## src/rtl/ball_ctl.sv

```systemverilog
// Per-frame ball motion controller: launch from the paddle, wall/paddle/brick bounces and ball loss.
// Position and state change only on the rising edge of vertical blank, so the renderer never sees a mid-frame move.
module ball_ctl #(
    parameter int SCREEN_W    = 800,
    parameter int SCREEN_H    = 600,
    parameter int RADIUS      = 10,
    parameter int SPEED       = 4,
    parameter int PADDLE_Y    = 560,
    parameter int PADDLE_W    = 100,
    parameter int LOST_FRAMES = 60
) (
    input  logic        pclk,
    input  logic        reset,
    input  logic        vblnk_in,
    input  logic        launch,
    input  logic [11:0] paddle_x,
    input  logic        brick_hit,
    output logic [11:0] x_pos,
    output logic [11:0] y_pos,
    output logic        ball_lost,
    output logic [1:0]  state
);

    typedef enum logic [1:0] {
        ST_STICK = 2'd0,
        ST_MOVE  = 2'd1,
        ST_LOST  = 2'd2
    } state_e;

    localparam int CNT_W = (LOST_FRAMES > 1) ? $clog2(LOST_FRAMES) : 1;

    localparam logic signed [12:0] X_LO  = 13'(RADIUS);
    localparam logic signed [12:0] X_HI  = 13'(SCREEN_W - 1 - RADIUS);
    localparam logic signed [12:0] Y_LO  = 13'(RADIUS);
    localparam logic signed [12:0] Y_BOT = 13'(SCREEN_H - 1 - RADIUS);
    localparam logic signed [12:0] Y_PAD = 13'(PADDLE_Y - RADIUS);
    localparam logic signed [12:0] STEP  = 13'(SPEED);
    localparam logic signed [13:0] HALF_W = 14'(PADDLE_W / 2);
    localparam logic [11:0] X_RESET = 12'(SCREEN_W / 2);
    localparam logic [11:0] Y_REST  = 12'(PADDLE_Y - RADIUS - 1);
    localparam logic [CNT_W-1:0] CNT_LAST = CNT_W'(LOST_FRAMES - 1);

    state_e            state_q, state_d;
    logic [11:0]       x_q, x_d;
    logic [11:0]       y_q, y_d;
    logic              dir_right_q, dir_right_d;
    logic              dir_up_q, dir_up_d;
    logic              vblnk_prev_q;
    logic              launch_req_q, launch_req_d;
    logic              brick_req_q, brick_req_d;
    logic              ball_lost_q, ball_lost_d;
    logic [CNT_W-1:0]  lost_cnt_q, lost_cnt_d;

    logic              tick;
    logic              up_eff;
    logic signed [12:0] cur_x, cur_y, pad_x, nx, ny;
    logic signed [13:0] dx, adx;
    logic              on_paddle;
    logic [11:0]       stick_x;

    assign tick   = vblnk_in & ~vblnk_prev_q;
    assign cur_x  = signed'({1'b0, x_q});
    assign cur_y  = signed'({1'b0, y_q});
    assign pad_x  = signed'({1'b0, paddle_x});

    // A pending brick hit flips the vertical direction before this frame's step.
    assign up_eff = dir_up_q ^ brick_req_q;
    assign nx     = dir_right_q ? cur_x + STEP : cur_x - STEP;
    assign ny     = up_eff ? cur_y - STEP : cur_y + STEP;

    // One extra bit: a far-right paddle against a ball near x=0 would overflow 13 bits.
    assign dx        = 14'(nx) - 14'(pad_x);
    assign adx       = dx[13] ? -dx : dx;
    assign on_paddle = (adx <= HALF_W);

    assign stick_x = (pad_x < X_LO) ? X_LO[11:0] :
                     (pad_x > X_HI) ? X_HI[11:0] : paddle_x;

    always_comb begin
        state_d      = state_q;
        x_d          = x_q;
        y_d          = y_q;
        dir_right_d  = dir_right_q;
        dir_up_d     = dir_up_q;
        launch_req_d = launch_req_q;
        brick_req_d  = brick_req_q;
        lost_cnt_d   = lost_cnt_q;
        ball_lost_d  = 1'b0;

        if (state_q == ST_STICK && launch) launch_req_d = 1'b1;
        if (state_q == ST_MOVE && brick_hit) brick_req_d = 1'b1;

        if (tick) begin
            brick_req_d = 1'b0;
            case (state_q)
                ST_STICK: begin
                    x_d = stick_x;
                    y_d = Y_REST;
                    if (launch_req_q) begin
                        state_d      = ST_MOVE;
                        dir_right_d  = 1'b1;
                        dir_up_d     = 1'b1;
                        launch_req_d = 1'b0;
                    end
                end
                ST_MOVE: begin
                    // Horizontal axis resolves on its own, so corners reverse both directions.
                    if (nx <= X_LO) begin
                        x_d         = X_LO[11:0];
                        dir_right_d = 1'b1;
                    end else if (nx >= X_HI) begin
                        x_d         = X_HI[11:0];
                        dir_right_d = 1'b0;
                    end else begin
                        x_d = nx[11:0];
                    end

                    dir_up_d = up_eff;
                    if (ny <= Y_LO) begin
                        y_d      = Y_LO[11:0];
                        dir_up_d = 1'b0;
                    end else if (!up_eff && cur_y < Y_PAD && ny >= Y_PAD && on_paddle) begin
                        y_d      = Y_PAD[11:0];
                        dir_up_d = 1'b1;
                    end else if (ny >= Y_BOT) begin
                        y_d         = Y_BOT[11:0];
                        state_d     = ST_LOST;
                        ball_lost_d = 1'b1;
                        lost_cnt_d  = '0;
                    end else begin
                        y_d = ny[11:0];
                    end
                end
                ST_LOST: begin
                    if (lost_cnt_q == CNT_LAST) begin
                        state_d = ST_STICK;
                        x_d     = stick_x;
                        y_d     = Y_REST;
                    end else begin
                        lost_cnt_d = lost_cnt_q + 1'b1;
                    end
                end
                default: state_d = ST_STICK;
            endcase
        end
    end

    always_ff @(posedge pclk) begin
        if (reset) begin
            state_q      <= ST_STICK;
            x_q          <= X_RESET;
            y_q          <= Y_REST;
            dir_right_q  <= 1'b1;
            dir_up_q     <= 1'b1;
            vblnk_prev_q <= 1'b0;
            launch_req_q <= 1'b0;
            brick_req_q  <= 1'b0;
            ball_lost_q  <= 1'b0;
            lost_cnt_q   <= '0;
        end else begin
            state_q      <= state_d;
            x_q          <= x_d;
            y_q          <= y_d;
            dir_right_q  <= dir_right_d;
            dir_up_q     <= dir_up_d;
            vblnk_prev_q <= vblnk_in;
            launch_req_q <= launch_req_d;
            brick_req_q  <= brick_req_d;
            ball_lost_q  <= ball_lost_d;
            lost_cnt_q   <= lost_cnt_d;
        end
    end

    assign x_pos     = x_q;
    assign y_pos     = y_q;
    assign ball_lost = ball_lost_q;
    assign state     = state_q;

endmodule

```

## config.mk

```make
export PLATFORM = sky130hd
export DESIGN_NAME = ball_ctl
export DESIGN_NICKNAME = d
export VERILOG_FILES = /design/src/rtl/ball_ctl.sv
export SDC_FILE = /design/constraint.sdc
export NUM_CORES = 1
export LEC_CHECK = 0
export ABC_CLOCK_PERIOD_IN_PS = 4800
export BUFFER_PORTS_ARGS = -buffer_cell sky130_fd_sc_hd__buf_2
export CAP_MARGIN = 5
export CELL_PAD_IN_SITES_DETAIL_PLACEMENT = 2
export CELL_PAD_IN_SITES_GLOBAL_PLACEMENT = 2
export CORE_ASPECT_RATIO = 0.7
export CORE_UTILIZATION = 32
export DETAILED_ROUTE_END_ITERATION = 8
export PLACE_DENSITY = 0.79
export SLEW_MARGIN = 20
export SYNTH_ARGS = -nofsm -noshare
export SYNTH_HDL_FRONTEND = slang
export SYNTH_SLANG_ARGS = --single-unit
```

## constraint.sdc

```tcl
create_clock -name pclk -period 4.8 [get_ports pclk]
set_clock_uncertainty 0.15 [all_clocks]
set_input_delay 0 -clock pclk [delete_from_list [all_inputs] [get_ports pclk]]
set_output_delay 0 -clock pclk [all_outputs]
set_load 0.005 [all_outputs]
```

==> Word-level counts from Yosys, hierarchy flattened <==
Index checks and enable logic that the tools add are counted.
{ "word_totals": {"regBits": 38, "inputBits": 17} }
{ "op_classes": {"n_addsub": 7, "n_lt_le_gt_ge": 9, "eq_ne": 10, "muxes": 37, "bitwise": 5, "n_reduce_logical": 17} }
{ "op_table": {"columns": ["op", "count"], "rows": [
  ["$mux 12", 9],
  ["$pmux 12 s3", 2],
  ["$ge 13x11->1 const B", 3],
  ["$add 12x3->13 const B", 2],
  ["$le 13x5->1 const B", 2],
  ["$mux 13", 2],
  ["$sub 12x3->13 const B", 2],
  ["$mux 6", 4],
  ["$le 14x7->1 const B", 1],
  ["$mux 14", 1],
  ["$neg 14->14", 1],
  ["$sub 13x13->14", 1],
  ["$gt 12x10->1 const B", 1],
  ["$lt 12x10->1 const B", 1],
  ["$lt 12x4->1 const B", 1],
  ["$pmux 6 s2", 1],
  ["$reduce_and 6->1", 2],
  ["$mux 1", 10],
  ["$mux 2", 5],
  ["$ne 2x2->1 const B", 5],
  ["$add 6x1->6 const B", 1],
  ["$eq 6x6->1 const B", 1],
  ["$pmux 2 s3", 1],
  ["$reduce_and 3->1", 2],
  ["16 further kinds", 24]
]} }

==> Depth between registers and ports, before layout <==
Gate-level depths: netlist of the first run.
{ "depth": {"depth_word": 10, "mapped_depth": 21, "mapped_depth_nobuf": 21} }

==> Least setup slack after synthesis of the first run <==
Ideal clock, no wire load.
{ "synth_path": {"kind": "register -> register", "start": "reg dir_right_q", "end": "reg lost_cnt_q[5]", "arrival_time_ps": 4592, "t_required_ps": 4547, "path_slack_ps": -45, "stages_incl_launch_ff": 22, "path_buffers": 0, "period_less_slack_ps": 4845, "path_cell_list": "dfxtp_1 -> inv_1 -> ha_1 -> a21o_1 -> a21oi_1 -> o21bai_1 -> a21oi_1 -> o21bai_1 -> a2111oi_0 -> a211o_1 -> ha_1 -> inv_1 -> nor3_1 -> a31oi_1 -> o21ai_0 -> a211oi_1 -> a41oi_1 -> xor2_1 -> nor2_1 -> a2111oi_4 -> o211ai_1 -> a2111oi_2"} }
{ "synth_via": {"elab_chain_cells": 8} }
{ "synth_lines": {"columns": ["item", "line", "source"], "rows": [
  ["from (decl)", "46", "logic dir_right_q, dir_right_d;"],
  ["from (signal assigned)", "164", "dir_right_q <= dir_right_d;"],
  ["$mux 13 (*)", "68", "assign nx = dir_right_q ? cur_x + STEP : cur_x - STEP;"],
  ["$sub 13x13->14 (*)", "72", "assign dx = 14'(nx) - 14'(pad_x);"],
  ["$neg 14->14", "73", "assign adx = dx[13] ? -dx : dx;"],
  ["$mux 14 (*)", "73", null],
  ["$le 14x7->1 (*)", "74", "assign on_paddle = (adx <= HALF_W);"],
  ["$logic_and 1x1->1 (*)", "122", "end else if (!up_eff && cur_y < Y_PAD && ny >= Y_PAD && on_paddle) begin"],
  ["$ne 2x2->1 (no source line) (*)", null, null],
  ["$reduce_and 6->1 (no source line) (*)", null, null],
  ["to (signal assigned)", "170", "lost_cnt_q <= lost_cnt_d;"],
  ["to (decl)", "52", "logic [CNT_W-1:0] lost_cnt_q, lost_cnt_d;"]
]} }
Mark *: on every way between the ends. The rest lies on a longest branch, timed or not.
A chain may end at the register's enable or synchronous reset.

==> Worst setup path in the final report of the first run <==
Ends and elaborated chain as after synthesis.

==> flow_summary.json, run 1 <==
{
  "worst_setup_path_end_kind": "register",
  "synthSimpleGateAreaFrac_pct": 22.1,
  "antenna_found_initial": 0,
  "clock_latency_ps": 310,
  "post_drt_wl_per_cell_um": 30.6,
  "arrival_ps": 5300,
  "ys_ff_latch": 38,
  "vdd.ir_drop.worst_v": 0.000160,
  "syn_area_um2": 4050,
  "track_usage_pct": 33.0,
  "initial_utilization_pct": 33.7,
  "core_um2": 12000,
  "hold_ws_ps": 28.8,
  "cts_inserted_buffers": 5,
  "htreeDepth": 2,
  "synth_compound_area_share_pct": 36.6,
  "critical_path_class": "reg -> reg",
  "p_per_area_nw_per_um2": 304,
  "synthMuxAreaShare_pct": 1.08,
  "synth_nets": 587,
  "placementRows": 33,
  "crit_family": "compound AO/OA/AOI/OAI gates",
  "ctsLongestPathBuffers": 2,
  "die_y_um": 96.1,
  "wl_mm": 25.0,
  "slowest_delay_ps": 460,
  "hpwlAfterDp_mm": 13.7,
  "ys.flop_type": "dfxtp_1",
  "post-route-period-util_pct": 110,
  "critPathMaxFanout": 9,
  "gp_congestion": 0.829,
  "required_ps": 4830,
  "drive_gt1_share_pct": 35.7,
  "synth_cells": 532,
  "period_needed_ps": 5270,
  "timing.final.ws_setup_ps": -471,
  "grt-ovfl-total": 0,
  "drt_first_pass_iters": 5,
  "numPortBuffers": 43,
  "hold_class": "in -> reg",
  "dieArea_um2": 13100,
  "ys_types": 81,
  "start_kind": "register",
  "synth-async-reset-ratio_pct": 0,
  "synth_edf_count": 0,
  "ios": 44,
  "hold_viol_final": 0,
  "grt_pass1_vias": 5555,
  "p_leak_nw": 2.52,
  "slew_headroom_pct": 33.6,
  "avgViaCountPerCell": 6.53,
  "synth_top_family_by_area": "compound AO/OA/AOI/OAI gates",
  "synthXorXnorAreaFrac_pct": 4.11,
  "yosysSeqAreaShare_pct": 18.8,
  "crit_buf_inv": 6,
  "via_count": 5341,
  "nets": 715,
  "report.final.setup_viol": 20,
  "die_x_um": 136,
  "cp_cell_sequence": "inv_4, buf_6, ha_1, inv_1, o21bai_2, a21oi_2, o21bai_4, a21o_1, a211o_1, ha_4, inv_2, buf_6, a31oi_1, o21ai_1, a211oi_2, buf_4, a41oi_4, xor2_2, nor2_4, a2111oi_4, o211ai_1, a2111oi_4",
  "finish.utilization_pct": 49.3,
  "slowest_stage": "a2111oi_4",
  "final_cell_mix": "buf_4, buf_2, nor2_1, inv_1",
  "path_clk_slew_ps": 60,
  "grt_pass1_wl_mm": 32.5,
  "syn_area_per_cell_um2": 7.61,
  "drtIter0Drc": 364,
  "violations": "setup timing",
  "yosysWarningCount": 0,
  "synth_fa_ha_area_share_pct": 12.3,
  "area_growth_pct": 46.2,
  "drtAntennaViolNets": 0,
  "maxSlewViolCount": 0,
  "drcViolationCount": 0,
  "root_buffer": "clkbuf_16",
  "worst_slew_pin_slew_ps": 995,
  "final_common_cell": "buf_4",
  "max_freq_ghz": 0.190,
  "clock-sinks": 38,
  "rsz0062_at_grt": "yes",
  "status": "finished with violations",
  "diodes": 0,
  "cts_tree": "done",
  "drv_cap": 0,
  "grt_start_max_net_pins": 29
}
## report_power, final
group	internal (mW)	switching, mW
combinational	0.447	0.645
clock	0.207	0.162
sequential	0.326	0.0146
## worst register-to-register path, delay by kind of cell, from the launching register on
family,cells,cell delay (ps)
flip-flops,1,370
AND/OR/NAND/NOR,1,80
adder cells (fa/ha/maj),2,650
buffers and inverters,6,730
XOR/XNOR,1,250
AO/OA/AOI/OAI,12,2900
## per-layer routing
| layer | global-route usage [%] | vias up | share of wire [%] |
|---|---|---|---|
| li1 | - | 2268 | - |
| met1 | 42.4 | 2713 | 44 |
| met2 | 55.1 | 285 | 46 |
| met3 | 6.32 | 75 | 6.9 |
| met4 | 11.8 | 0 | 3.4 |
| met5 | 0 | - | 0 |
## cell type report
cell class	count	area, um2
repair buffers	134	977
flip-flops and latches	38	763
fillers	1302	6100
inverters	40	153
well taps	157	196
multi-input cells	441	3680
clock inverters	2	12.5
clock buffers	6	139
## synth_stat cells, types with 4 or more instances
library cell	number	area (um2)
clkbuf_1	10	37.5
a211oi_1	9	67.6
nand2b_1	7	43.8
a211o_1	5	43.8
a41oi_1	4	35.0
and2_1	4	25.0
dfxtp_1	38	761
nand2_1	34	128
and3_1	10	62.6
nand3b_1	4	30.0
o31a_1	4	35.0
ha_1	35	438
nor2_1	45	169
nor3_1	23	115
nor2b_1	9	56.3
a21o_1	14	105
nand3_1	7	35.0
a221oi_1	5	43.8
xor2_1	12	105
inv_1	40	150
o21a_1	10	75.1
nand4_1	6	37.5
a21oi_1	45	225
o211ai_1	5	37.5
xnor2_1	7	61.3
o21ai_0	43	215
o21bai_1	6	45.0
a31oi_1	10	62.6
## path summary, 6_finish.rpt
path | start | endpoint | slack (ps) | cells after the start
worst max-delay path | dir_right_q$_SDFFE_PP1P_ | lost_cnt_q[5]$_SDFFE_PP0P_ | -470 | 22
worst min-delay path | paddle_x[2] | x_pos[2]$_SDFFE_PP0P_ | 30 | 3
worst max register to register | dir_right_q$_SDFFE_PP1P_ | lost_cnt_q[5]$_SDFFE_PP0P_ | -470 | 22
worst min register to register | launch_req_q$_SDFF_PP0_ | launch_req_q$_SDFF_PP0_ | 340 | 2
## flip-flops by register name (all words and copies together) (netlist names)
register,count
dir_up_q,1
x_pos,12
ball_lost,1
dir_right_q,1
lost_cnt_q,6
state,2
vblnk_prev_q,1
launch_req_q,1
brick_req_q,1
y_pos,12
## kinds of logic (layout without fill, tap and decap cells)
| kind of cell | Yosys count | count (layout) |
|---|---|---|
| compound gates | 210 | 210 |
| simple gates | 170 | 170 |
| buf+inv | 53 | 182 |
| fa+ha+maj | 38 | 38 |
| flops | 38 | 38 |
| xor+xnor | 19 | 19 |
| mux | 4 | 4 |
## stage by stage
step	cells	power [mW]	setup WS [ps]	instance area (um2)	TNS, ps
after floorplan	532	0.788	91.9	4060	0
after global placement	779	1.03	-192	4870	-1510
after detailed placement	779	1.09	-444	4870	-6410
after CTS	804	1.52	7.69	5370	0
after global routing	818	1.85	-569	5920	-7930
final	818	1.80	-471	5920	-5660
## repair_timing
item	4_1_cts	5_1_grt
cloned	0	0
hold buffers	6	0
endpoints found under the setup margin	20	20
resized for setup	41	89
setup buffers	11	15
pin swaps	25	44
endpoints found under the hold margin	6	0
(Power assumes the default switching activity.)
==> inputs of run 2 (changes only) <==
--- a/config.mk
+++ b/config.mk
@@ -5,15 +5,17 @@
 export SDC_FILE = /design/constraint.sdc
 export NUM_CORES = 1
 export LEC_CHECK = 0
+export ABC_AREA = 1
 export ABC_CLOCK_PERIOD_IN_PS = 4800
 export BUFFER_PORTS_ARGS = -buffer_cell sky130_fd_sc_hd__buf_2
 export CAP_MARGIN = 5
 export CELL_PAD_IN_SITES_DETAIL_PLACEMENT = 2
 export CELL_PAD_IN_SITES_GLOBAL_PLACEMENT = 2
 export CORE_ASPECT_RATIO = 0.7
-export CORE_UTILIZATION = 32
+export CORE_UTILIZATION = 30
+export CTS_BUF_LIST = sky130_fd_sc_hd__clkbuf_4
 export DETAILED_ROUTE_END_ITERATION = 8
-export PLACE_DENSITY = 0.79
+export PLACE_DENSITY = 0.81
 export SLEW_MARGIN = 20
 export SYNTH_ARGS = -nofsm -noshare
 export SYNTH_HDL_FRONTEND = slang
==> run 2 against run 1 <==
Net effect: the flow still finishes with violations (setup timing); sequential share of layout area up 1.8 points; clock-buffer cell count down 1; cell area fell by 12%; flip-flop and latch count unchanged; critical path type unchanged; largest cell class unchanged.
==> flow_summary.json, run 2 <==
{
  "status": "finished with violations",
  "violations": "setup timing",
  "worst_slew_pin_slew_ps": 823,
  "core_um2": 13300,
  "track_usage_pct": 26.0,
  "final_cell_mix": "nand2_1, inv_1, nor2_1, nand3_1, a21oi_1",
  "holdCritStartpoint": "paddle_x[10]",
  "cts_tree": "done",
  "via_count": 5175,
  "placed_area_um2": 4550,
  "cp_common_cell": "nand2_1",
  "synth_nets": 739,
  "syn_area_per_cell_um2": 6.06,
  "netSwitchingFraction_pct": 52.8,
  "critPathMaxFanout": 7,
  "ys.flop_type": "dfxtp_1",
  "p_leak_nw": 2.52,
  "p_total_mw": 1.80,
  "netlist_top_cells_area": "dfxtp_1, nand2_1, ha_1",
  "required_ps": 4930,
  "final_common_cell": "nand2_1",
  "finish.utilization_pct": 39.1,
  "tns_ps": -722,
  "worstHoldEndpoint": "x_pos[9]$_SDFFE_PP0P_",
  "p_per_area_nw_per_um2": 346,
  "die_y_um": 100,
  "drtIter0Drc": 298,
  "nFillCells": 1653,
  "wl_mm": 20.9,
  "die_x_um": 142,
  "maxSlewViolCount": 0,
  "syn_area_um2": 4140,
  "cts_inserted_buffers": 5,
  "ctsLongestPathBuffers": 2,
  "htreeDepth": 2,
  "yosys.area.top_type": "dfxtp_1",
  "timing.final.ws_setup_ps": -89.6,
  "avgViaCountPerCell": 5.48,
  "ios": 44,
  "slew_headroom_pct": 45.0,
  "drcViolationCount": 0,
  "drt_first_pass_iters": 5,
  "synth_top_cell_area_share_pct": 18.4,
  "ys_types": 44,
  "arrival_ps": 5020,
  "dp_slack_ps": -106,
  "hold_class": "in -> reg",
  "internal_power_uw": 852,
  "nets": 813,
  "post_drt_wl_per_cell_um": 22.1,
  "r2r_end": "y_pos[0]$_SDFFE_PP1P_",
  "yosysWarningCount": 0,
  "grt-ovfl-total": 0,
  "root_buffer": "clkbuf_4",
  "hpwlAfterDp_mm": 14.1,
  "regArea_um2": 764,
  "holdPathStages": 5,
  "post-route-period-util_pct": 102,
  "numPortBuffers": 43,
  "slowest_stage": "ha_4",
  "area_growth_pct": 25.7,
  "placementRows": 35,
  "drv_cap": 0,
  "multiInputGateArea_um2": 3190,
  "synthTopCellsByCount": "nand2_1, inv_1, a21oi_1",
  "grt_pass1_wl_mm": 28.5,
  "layout.cells.non_filler": 945,
  "worst_setup_path_end_kind": "register",
  "initial_utilization_pct": 31.1,
  "placed_cells": 905,
  "synth_cells": 684,
  "report.final.setup_viol": 15,
  "r2r-start": "dir_right_q$_SDFFE_PP1P_",
  "r2r_setup_slack_ps": -90,
  "combPwrFrac_pct": 63.8,
  "gp_congestion": 0.878,
  "p_switching_uw": 953,
  "grt_start_max_net_pins": 27,
  "critical_path_class": "reg -> reg",
  "hold_ws_ps": 106,
  "antenna_found_initial": 0,
  "synth_most_common_cell": "nand2_1",
  "period_needed_ps": 4890,
  "drtAntennaViolNets": 0,
  "hold_viol_final": 0,
  "pwr-share-clk_pct": 16.3,
  "start_kind": "register",
  "yosysSeqAreaShare_pct": 18.4,
  "dieArea_um2": 14300,
  "clock-sinks": 38,
  "stdcell_area_um2": 5210,
  "slowest_delay_ps": 420,
  "synth-async-reset-ratio_pct": 0,
  "seq_power_share_pct": 19.9,
  "grt_pass1_vias": 5283,
  "path_clk_slew_ps": 140,
  "synth_edf_count": 0,
  "clock_latency_ps": 390,
  "max_freq_ghz": 0.205,
  "ys_ff_latch": 38,
  "drive_gt1_share_pct": 17.7,
  "vdd.ir_drop.worst_v": 0.000118,
  "reg2reg_depth": 30
}
run 2: cell count changes after synthesis, moves of 9 or more:
cell and change:
nand2_1 +149, inv_1 +63, nand3_1 +47, nand4_1 +13
a21o_1 -12, nand2_2 +12, o21ai_0 -12, a21oi_1 +11
nor3_1 -11, o21a_1 -10, and3_1 -9, nor2_1 +9
nor2b_1 -9
run 2: cell type report:
class / count / share of cell area (%)
clock inverter: 3 / 1.23
sequential: 38 / 14.7
timing repair buffer: 75 / 9.70
clock buffer: 5 / 0.721
antenna: 1 / 0.0480
tap: 185 / 4.44
inverter: 108 / 7.85
multi-input combinational: 530 / 61.3
run 2: routing by layer:
layer	wire (um)	vias up	part of all wire, %	GRT usage, %
met3	1160	28	5.6	4.10
li1	-	2390	-	-
met2	9280	156	44	40.0
met1	10200	2601	49	38.5
met4	282	0	1.3	4.14
met5	0	-	0	0
run 2: worst max-delay path, delay by kind of cell, from the launching register on:
family / cells / cell delay, ps
AND/OR/NAND/NOR: 22 / 2490
XOR/XNOR: 1 / 210
buffers and inverters: 3 / 490
AO/OA/AOI/OAI: 2 / 290
flip-flops: 1 / 400
adder cells (fa/ha/maj): 2 / 730
run 2: cell families after synthesis:
family	synth area share, %
AND/OR/NAND/NOR	38.4
adder cells (fa/ha/maj)	12.0
flip-flops	18.4
buffers and inverters	11.0
XOR/XNOR	4.23
AO/OA/AOI/OAI	15.9
run 2: what timing repair did:
action | 4_1_cts | 5_1_grt
endpoints found under the setup margin | 15 | 20
gates cloned | 0 | 1
endpoints found under the hold margin | 24 | 0
resized for setup | 6 | 46
hold buffers | 20 | 0
pin swaps | 0 | 6
buffers inserted | 1 | 9
run 2: how the worst max path moves through the flow:
stage	from	end	slack, ps	depth (start not counted)
2_1_floorplan	dir_right_q$_SDFFE_PP1P_	lost_cnt_q[1]$_SDFFE_PP0P_	840	29
3_3_place_gp	dir_right_q$_SDFFE_PP1P_	y_pos[8]$_SDFFE_PP0P_	200	30
3_5_place_dp	dir_right_q$_SDFFE_PP1P_	y_pos[1]$_SDFFE_PP0P_	-110	29
4_1_cts	dir_right_q$_SDFFE_PP1P_	y_pos[8]$_SDFFE_PP0P_	10	29
5_1_grt	dir_right_q$_SDFFE_PP1P_	lost_cnt_q[5]$_SDFFE_PP0P_	-370	29
6_report	dir_right_q$_SDFFE_PP1P_	y_pos[0]$_SDFFE_PP1P_	-90	30
run 2: power by group through the flow:
stage | combinational (mW) | sequential (mW) | clock [mW]
floorplan | 0.665 | 0.355 | 0
global placement | 0.881 | 0.361 | 0
detailed placement | 0.935 | 0.363 | 0
CTS | 0.969 | 0.356 | 0.293
global route | 1.24 | 0.361 | 0.310
finish | 1.15 | 0.359 | 0.294
==> inputs of run 3 (changes only) <==
--- a/config.mk
+++ b/config.mk
@@ -6,16 +6,16 @@
 export NUM_CORES = 1
 export LEC_CHECK = 0
 export ABC_AREA = 1
-export ABC_CLOCK_PERIOD_IN_PS = 4800
+export ABC_CLOCK_PERIOD_IN_PS = 6300
 export BUFFER_PORTS_ARGS = -buffer_cell sky130_fd_sc_hd__buf_2
 export CAP_MARGIN = 5
 export CELL_PAD_IN_SITES_DETAIL_PLACEMENT = 2
 export CELL_PAD_IN_SITES_GLOBAL_PLACEMENT = 2
 export CORE_ASPECT_RATIO = 0.7
-export CORE_UTILIZATION = 30
+export CORE_UTILIZATION = 35
 export CTS_BUF_LIST = sky130_fd_sc_hd__clkbuf_4
 export DETAILED_ROUTE_END_ITERATION = 8
-export PLACE_DENSITY = 0.81
+export PLACE_DENSITY = 0.89
 export SLEW_MARGIN = 20
 export SYNTH_ARGS = -nofsm -noshare
 export SYNTH_HDL_FRONTEND = slang
==> constraint.sdc (replaced) <==
create_clock -name pclk -period 6.3 [get_ports pclk]
set_clock_uncertainty 0.15 [all_clocks]
set_input_delay 0 -clock pclk [delete_from_list [all_inputs] [get_ports pclk]]
set_output_delay 0 -clock pclk [all_outputs]
set_load 0.005 [all_outputs]
==> run 3 against run 2 <==
Net effect: the flow now finishes without violations; cell area decreased by 8.8%; core utilization increased by 3.1 points; clock power decreased by 38%; worst hold slack got worse by 84 ps; critical path depth decreased by 5; via count decreased by 0.93%; clock-buffer cell count unchanged; register-to-register slack improved by 940 ps; largest cell class unchanged.
==> flow_summary.json, run 3 (synthesis results as in run 2) <==
{
  "arrival_ps": 5600,
  "gp_congestion": 0.848,
  "avgViaCountPerCell": 5.72,
  "cts_tree": "done",
  "slowest_delay_ps": 430,
  "r2r_setup_slack_ps": 850,
  "final_common_cell": "nand2_1",
  "r2r-start": "dir_right_q$_SDFFE_PP1P_",
  "ios": 44,
  "r2r_end": "y_pos[1]$_SDFFE_PP0P_",
  "timing.final.ws_setup_ps": 847,
  "p_leak_nw": 2.41,
  "path_clk_slew_ps": 130,
  "core_um2": 11300,
  "clock-sinks": 38,
  "nets": 797,
  "holdPathStages": 5,
  "placed_area_um2": 4510,
  "placed_cells": 872,
  "critical_path_class": "reg -> reg",
  "dp_slack_ps": 1280,
  "die_y_um": 93.0,
  "initial_utilization_pct": 36.8,
  "status": "completed",
  "slew_headroom_pct": 52.9,
  "dieArea_um2": 12300,
  "grt_pass1_vias": 5432,
  "die_x_um": 132,
  "layout.cells.non_filler": 896,
  "ctsHoldBuffers": 16,
  "max_freq_ghz": 0.183,
  "drv_cap": 0,
  "final_cell_mix": "nand2_1, inv_1, a21oi_1, nand3_1, nor2_1",
  "post_cts_resized": 0,
  "via_count": 5127,
  "diodes": 0,
  "placementRows": 32,
  "stdcell_area_um2": 4750,
  "antenna_found_initial": 1,
  "post-route-period-util_pct": 86.6,
  "numPortBuffers": 43,
  "required_ps": 6450,
  "reg2reg_depth": 25,
  "cp_common_cell": "nand2_1",
  "finish.utilization_pct": 42.2,
  "ctsLongestPathBuffers": 2,
  "vdd.ir_drop.worst_v": 0.000108,
  "root_buffer": "clkbuf_4",
  "period_needed_ps": 5450,
  "wl_mm": 20.0,
  "worstHoldEndpoint": "x_pos[1]$_SDFFE_PP0P_",
  "drtIter0Drc": 293,
  "hpwlAfterDp_mm": 14.8,
  "crit_buf_inv": 3,
  "grt_start_max_net_pins": 27,
  "start_kind": "register",
  "drtAntennaViolNets": 0,
  "clock_latency_ps": 380,
  "tns_ps": 0,
  "drcViolationCount": 0,
  "postCtsSetupBuffers": 0,
  "drt_first_pass_iters": 5,
  "post_drt_wl_per_cell_um": 22.3,
  "maxSlewViolCount": 0,
  "grt_pass1_wl_mm": 31.2,
  "p_per_area_nw_per_um2": 261,
  "holdCritStartpoint": "paddle_x[1]",
  "track_usage_pct": 33.2,
  "worst_slew_pin_slew_ps": 704,
  "drive_gt1_share_pct": 11.3,
  "htreeDepth": 2,
  "crit_family": "simple AND/OR/NAND/NOR gates",
  "hold_class": "in -> reg",
  "critPathMaxFanout": 11,
  "cts_inserted_buffers": 5,
  "worst_setup_path_end_kind": "register",
  "area_growth_pct": 14.6,
  "grt-ovfl-total": 0,
  "rsz0062_at_grt": "no",
  "slowest_stage": "or3_4",
  "hold_viol_final": 0,
  "report.final.setup_viol": 0
}
==> run 3: changes by cell type in the layout (fill, tap and decap cells not counted), moves of 4 or more <==
cell / change
dlygate4sd3_1: -4
a21oi_2: -4
ha_4: -7
a21oi_1: +5
ha_1: +9
nand2_1: +4
inv_1: +4
buf_4: -11
==> run 3: layout make-up <==
| cell class | count | area, um2 |
|---|---|---|
| clock buffer | 5 | 37.5 |
| clock inverter | 3 | 45.0 |
| fill | 1455 | 6500 |
| inverter | 108 | 405 |
| multi-input combinational | 529 | 2930 |
| sequential | 38 | 761 |
| tap | 153 | 191 |
| timing repair buffer | 60 | 383 |
==> run 3: worst reg2reg max path: stages, from the launching register on <==
cell and delay [ps]:
dfxtp_1 360, inv_1 290, ha_1 380, a21oi_1 270
o21ai_0 190, a21o_1 210, nand2_1 60, nand2_1 50
a21oi_1 150, xor2_1 420, inv_1 90, ha_1 360
inv_1 160, o21ai_0 150, nor2_1 190, nand3_1 100
nand2_1 80, nand2_1 150, nor2_1 220, nand2_1 170
or3_4 430, nand2_4 100, nand3_4 140, nand3_1 190
nand2_1 90, a21oi_1 220
==> run 3: metrics by stage <==
| step | hold slack (ps) | power (mW) |
|---|---|---|
| after floorplan | -25.1 | 0.777 |
| after global placement | 64.3 | 0.940 |
| after detailed placement | 98.4 | 0.993 |
| after CTS | 29.7 | 1.19 |
| after global routing | 41.0 | 1.32 |
| final | 21.9 | 1.24 |
==> run 3: report_power, final <==
group	total (mW)	switching, mW	internal [mW]
combinational	0.782	0.552	0.230
sequential	0.273	0.0193	0.254
clock	0.183	0.0997	0.0832
total	1.24	0.671	0.567
==> run 3: worst max-delay path by stage <==
stage	cells after the start	endpoint	from	slack, ps
after floorplan	29	lost_cnt_q[1]$_SDFFE_PP0P_	dir_right_q$_SDFFE_PP1P_	2340
after global placement	25	y_pos[1]$_SDFFE_PP0P_	dir_right_q$_SDFFE_PP1P_	1500
after detailed placement	25	y_pos[1]$_SDFFE_PP0P_	dir_right_q$_SDFFE_PP1P_	1280
after CTS	29	y_pos[1]$_SDFFE_PP0P_	dir_right_q$_SDFFE_PP1P_	1230
after global routing	29	y_pos[1]$_SDFFE_PP0P_	dir_right_q$_SDFFE_PP1P_	450
final	25	y_pos[1]$_SDFFE_PP0P_	dir_right_q$_SDFFE_PP1P_	850
==> run 3: routing by layer <==
metal	vias to the layer above	wire length (um)	global-route usage, %
met5	-	0	0
met4	0	276	6.69
met3	27	1110	5.26
met2	166	9250	56.3
met1	2581	9310	44.4
li1	2353	-	-
